## src/rtl/register_bank.sv

```systemverilog
// Parametrised register bank: one-hot/multi-hot write from the ALU bus, two
// registered read ports with write-first bypass, and a sequenced clear engine.
module register_bank #(
  parameter int WIDTH = 16,
  parameter int DEPTH = 8,
  parameter int AW    = $clog2(DEPTH)
) (
  input  logic                   clk,
  input  logic                   reset,
  input  logic [DEPTH-1:0]       reg_en,
  input  logic [WIDTH-1:0]       ALU_result,
  output logic                   wr_ready,
  output logic                   multi_hot,
  input  logic [AW-1:0]          rd_addr_a,
  input  logic [AW-1:0]          rd_addr_b,
  output logic [WIDTH-1:0]       rd_data_a,
  output logic [WIDTH-1:0]       rd_data_b,
  output logic [DEPTH*WIDTH-1:0] q_flat,
  input  logic                   clr_start,
  output logic                   clr_busy,
  output logic                   clr_done
);

  typedef enum logic {IDLE, CLEAR} state_t;

  state_t           state;
  state_t           state_next;
  logic [AW-1:0]    counter;
  logic [WIDTH-1:0] regs     [DEPTH];
  logic [WIDTH-1:0] reg_next [DEPTH];
  logic [WIDTH-1:0] rd_next_a;
  logic [WIDTH-1:0] rd_next_b;
  logic             wr_accept;
  logic             clr_last;

  always_ff @(posedge clk) begin
    if (reset) state <= IDLE;
    else       state <= state_next;
  end

  always_comb begin
    state_next = state;
    case (state)
      IDLE:    if (clr_start) state_next = CLEAR;
      CLEAR:   if (clr_last)  state_next = IDLE;
      default: state_next = IDLE;
    endcase
  end

  always_comb begin
    clr_busy = (state == CLEAR);
    wr_ready = (state == IDLE);
  end

  assign clr_last  = clr_busy && (counter == AW'(DEPTH - 1));
  assign wr_accept = wr_ready && (|reg_en);

  // Next-state of every register; the read ports index this array so that a
  // same-edge write or clear is visible in rd_data without extra muxing.
  always_comb begin
    for (int unsigned i = 0; i < DEPTH; i++) begin
      reg_next[i] = regs[i];
      if (wr_accept && reg_en[i])
        reg_next[i] = ALU_result;
      else if (clr_busy && (counter == AW'(i)))
        reg_next[i] = '0;
    end
  end

  // Addresses at or beyond DEPTH match no entry and read back as zero.
  always_comb begin
    rd_next_a = '0;
    rd_next_b = '0;
    for (int unsigned i = 0; i < DEPTH; i++) begin
      if (rd_addr_a == AW'(i)) rd_next_a = reg_next[i];
      if (rd_addr_b == AW'(i)) rd_next_b = reg_next[i];
    end
  end

  always_comb begin
    q_flat = '0;
    for (int unsigned i = 0; i < DEPTH; i++)
      q_flat[i*WIDTH +: WIDTH] = regs[i];
  end

  always_ff @(posedge clk) begin
    if (reset) begin
      for (int unsigned i = 0; i < DEPTH; i++) regs[i] <= '0;
      counter   <= '0;
      clr_done  <= 1'b0;
      multi_hot <= 1'b0;
      rd_data_a <= '0;
      rd_data_b <= '0;
    end else begin
      regs      <= reg_next;
      counter   <= clr_busy ? counter + 1'b1 : '0;
      clr_done  <= clr_last;
      rd_data_a <= rd_next_a;
      rd_data_b <= rd_next_b;
      if (wr_accept)
        multi_hot <= ((reg_en & (reg_en - 1'b1)) != '0);
    end
  end

endmodule
```

## config.mk

```make
export PLATFORM = sky130hd
export DESIGN_NAME = register_bank
export DESIGN_NICKNAME = d
export VERILOG_FILES = /design/src/rtl/register_bank.sv
export SDC_FILE = /design/constraint.sdc
export NUM_CORES = 1
export LEC_CHECK = 0
export ABC_AREA = 1
export CAP_MARGIN = 20
export CORE_ASPECT_RATIO = 1.1
export CORE_MARGIN = 4
export CORE_UTILIZATION = 45
export CTS_CLUSTER_DIAMETER = 120
export DETAILED_ROUTE_END_ITERATION = 16
export HOLD_SLACK_MARGIN = 0.08
export MAX_ROUTING_LAYER = met4
export PLACE_DENSITY_LB_ADDON = 0.25
export SLEW_MARGIN = 25
export SYNTH_ARGS = -nofsm -noshare
export SYNTH_HDL_FRONTEND = slang
export SYNTH_SLANG_ARGS = --single-unit
```

## constraint.sdc

```tcl
create_clock -name clk -period 1.8 [get_ports clk]
set_clock_uncertainty 0.05 [all_clocks]
set_input_delay 0.45 -clock clk [delete_from_list [all_inputs] [get_ports clk]]
set_output_delay 0.45 -clock clk [all_outputs]
set_load 0.02 [all_outputs]
```

==> results.py <==
metrics = {
    "run_status": {
        "outcome": "finished with violations",
        "violations": "setup timing",
    },
    "layout": {
        "final_cells": 2056,
        "layout_commonest_cell": "nand2_1",
        "area_delta_synth_final_pct": 73.1,
        "postLayoutCellArea_sq_um": 15100,
        "fill_cells": 1288,
        "finalNetCount": 1834,
        "layout_common_cells": "nand2_1, buf_4, dlygate4sd2_1",
        "drive_gt1_share_pct": 34.1,
    },
    "routing": {
        "wl_per_cell_um": 21.3,
        "vias": 12000,
        "dr.max_layer_used": "met4",
        "viasPerCell": 5.86,
        "wl_mm": 43.8,
        "dr_wl_met2_mm": 20.2,
        "drc": 0,
        "drt-initial-drc-count": 1637,
        "met1Wirelength_mm": 14.9,
        "drtPass1Iterations": 7,
        "wl_met3_mm": 4.55,
        "ant_nets": 0,
    },
    "hold_path": {
        "min_to": "q_flat[116]",
        "holdCritStartpoint": "reset",
        "hp-class": "primary input to register",
        "hold_depth": 4,
    },
    "die": {
        "die_area_sq_um": 21600,
        "pin_count": 197,
        "initial_core_util_pct": 45.7,
        "fp.dieW_um": 141,
        "rows": 53,
        "dieHeight_um": 154,
        "coreArea_sq_um": 19000,
    },
    "timing": {
        "fmax_mhz": 498,
        "hold_violations": 0,
        "rsz0062_at_grt": "true",
        "setup-tns-final_ps": -3570,
        "finalMaxSlewViolations": 0,
        "setup_slack_ps": -209,
        "finalCritPeriodShare_pct": 112,
        "final.min_clock_period_ps": 2010,
        "setup_violations": 32,
        "slew_headroom_pct": 56.3,
        "worstMarginPinSlew_ps": 656,
    },
    "synth": {
        "synth_top_area_cell": "dfxtp_1",
        "synth-async-reset-ratio_pct": 0,
        "syn_inst": 1356,
        "synth_area_sq_um": 8700,
        "synth_warnings": 0,
        "yosys_register_bits": 166,
        "syn_area_per_cell_sq_um": 6.42,
        "synthFlopType": "dfxtp_1",
        "synth-seq-area-share_pct": 38.2,
        "yosys-top-cells-area": "dfxtp_1, nand2_1, nand3_1, inv_1, a21oi_1",
        "synth_top_area_share_pct": 38.2,
        "synthDistinctLibCells": 31,
        "syn_nets": 1395,
        "synth_edf_count": 0,
    },
    "worst_setup_path": {
        "r2r_end": "rd_data_a[8]",
        "critPathCaptureType": "register",
        "critical_path.max_fanout": 8,
        "critPathKind": "register to register",
        "reg2reg_slack_ps": -210,
        "worstPathArrival_ps": 2310,
        "crit-reg2reg-launch": "counter[0]",
        "cp-start-kind": "register",
        "reg2reg_depth": 13,
        "required_ps": 2100,
    },
    "power": {
        "power_per_cell_area_nw_per_um2": 738,
        "vdd_drop_max_mv": 0.716,
        "p_leak_nw": 7.83,
        "finalPower_w": 0.0111,
    },
    "place": {
        "dp_hpwl_mm": 27.2,
        "placed_area_sq_um": 12900,
        "io_buffers": 196,
        "gp_congestion": 1.01,
        "placedCellCount": 1975,
        "dp_slack_ps": -781,
    },
    "grt": {
        "antenna_found_initial": 1,
        "grt_max_degree": 114,
        "grt_pass1_vias": 11500,
        "grt_usage_pct": 38.4,
        "grt_pass1_wl_mm": 62.6,
        "globalRouteOverflowTotal": 0,
    },
    "clocking": {
        "clk_path_buf_depth": 2,
        "cts-hold-fix-buffers": 0,
        "cts_tree": "yes",
        "cts_made_buffers": 17,
        "path_clk_slew_ps": 70,
        "insertion_delay_ps": 440,
        "clock_sinks": 166,
        "htreeDepth": 4,
        "clock-root-buffer": "clkbuf_16",
    },
    "job": {
        "cap_violations": 0,
    },
}
[where the power goes]
part           switching [W]  total, W  internal, W
sequential          0.000160   0.00407      0.00391
clock                0.00187   0.00390      0.00203
combinational        0.00186   0.00314      0.00128
total                0.00389    0.0111      0.00723
[layer usage]
layer	GRT usage, %	vias to the layer above
li1	-	5285
met1	42.8	5480
met2	61.2	945
met3	7.68	332
met4	27.5	0
met5	-	-
[worst max-delay path, cell delays in order (launching register included)]
cell and delay, ps:
dfxtp_4 370, ha_4 150, ha_4 140, nand2_4 80
buf_12 160, buf_6 110, nand3_2 60, o21ai_2 70
a21oi_1 170, nand4_1 220, nand2_1 140, nand3_2 80
nand2_2 60, inv_1 30
[final cells by class]
cell class / instances / area [sq um] / area share, %
Timing Repair Buffer: 496 / 4670 / 31.0
Antenna cell: 1 / 2.50 / 0.0166
Inverter: 172 / 673 / 4.47
Tap cell: 247 / 309 / 2.05
Multi-Input combinational cell: 942 / 5450 / 36.2
Sequential cell: 166 / 3340 / 22.1
Clock inverter: 15 / 198 / 1.31
Clock buffer: 17 / 425 / 2.82
[metrics by stage]
step | hold slack [ps] | utilization [%]
floorplan | 383 | -
global placement | 398 | 67.6
detailed placement | 414 | 67.6
CTS | 428 | 75.5
global route | 453 | 79.1
finish | 439 | 79.1
[state kept, by name (all words and copies together), names as in the netlist]
register,count
q_flat,128
clr_busy,1
counter,3
clr_done,1
rd_data_a,16
multi_hot,1
rd_data_b,16
[worst max path at each step]
stage / start / to / slack (ps) / cells after the start
5_1_grt: counter[0] / rd_data_a[15] / -230 / 15
4_1_cts: counter[0] / rd_data_b[10] / -130 / 12
3_5_place_dp: reg_en[3] / rd_data_a[15] / -780 / 19
3_3_place_gp: reg_en[3] / rd_data_a[3] / -720 / 16
2_1_floorplan: reg_en[1] / rd_data_a[12] / -20 / 15
6_report: counter[0] / rd_data_a[8] / -210 / 13
[synthesized netlist by cell type (5+ instances only)]
master,n
inv_2,5
o21ai_0,36
nor3_1,8
clkbuf_1,41
inv_1,166
nand2_2,14
o21ai_1,9
ha_1,6
dfxtp_1,166
buf_2,19
buf_4,7
nor2_1,110
buf_1,5
a31o_2,13
nor3_2,8
nand2_1,399
nand4_1,69
a21oi_1,99
nand3_1,157
[kinds of logic (layout without fill, tap and decap cells)]
| kind of cell | Yosys count | count (layout) | synth area share (%) |
|---|---|---|---|
| adder cells (fa/ha/maj) | 6 | 6 | 0.863 |
| other | 0 | 1 | 0 |
| AND/OR/NAND/NOR | 771 | 771 | 39.0 |
| flip-flops | 166 | 166 | 38.2 |
| AO/OA/AOI/OAI | 165 | 165 | 10.3 |
| buffers and inverters | 248 | 700 | 11.6 |
[timing repair]
action,4_1_cts,5_1_grt
setup buffers,24,11
pin swaps,98,102
endpoints found under the setup margin,254,70
resized for setup,364,189
cloned,14,3
Note: power is estimated with default switching activity, not from simulation.
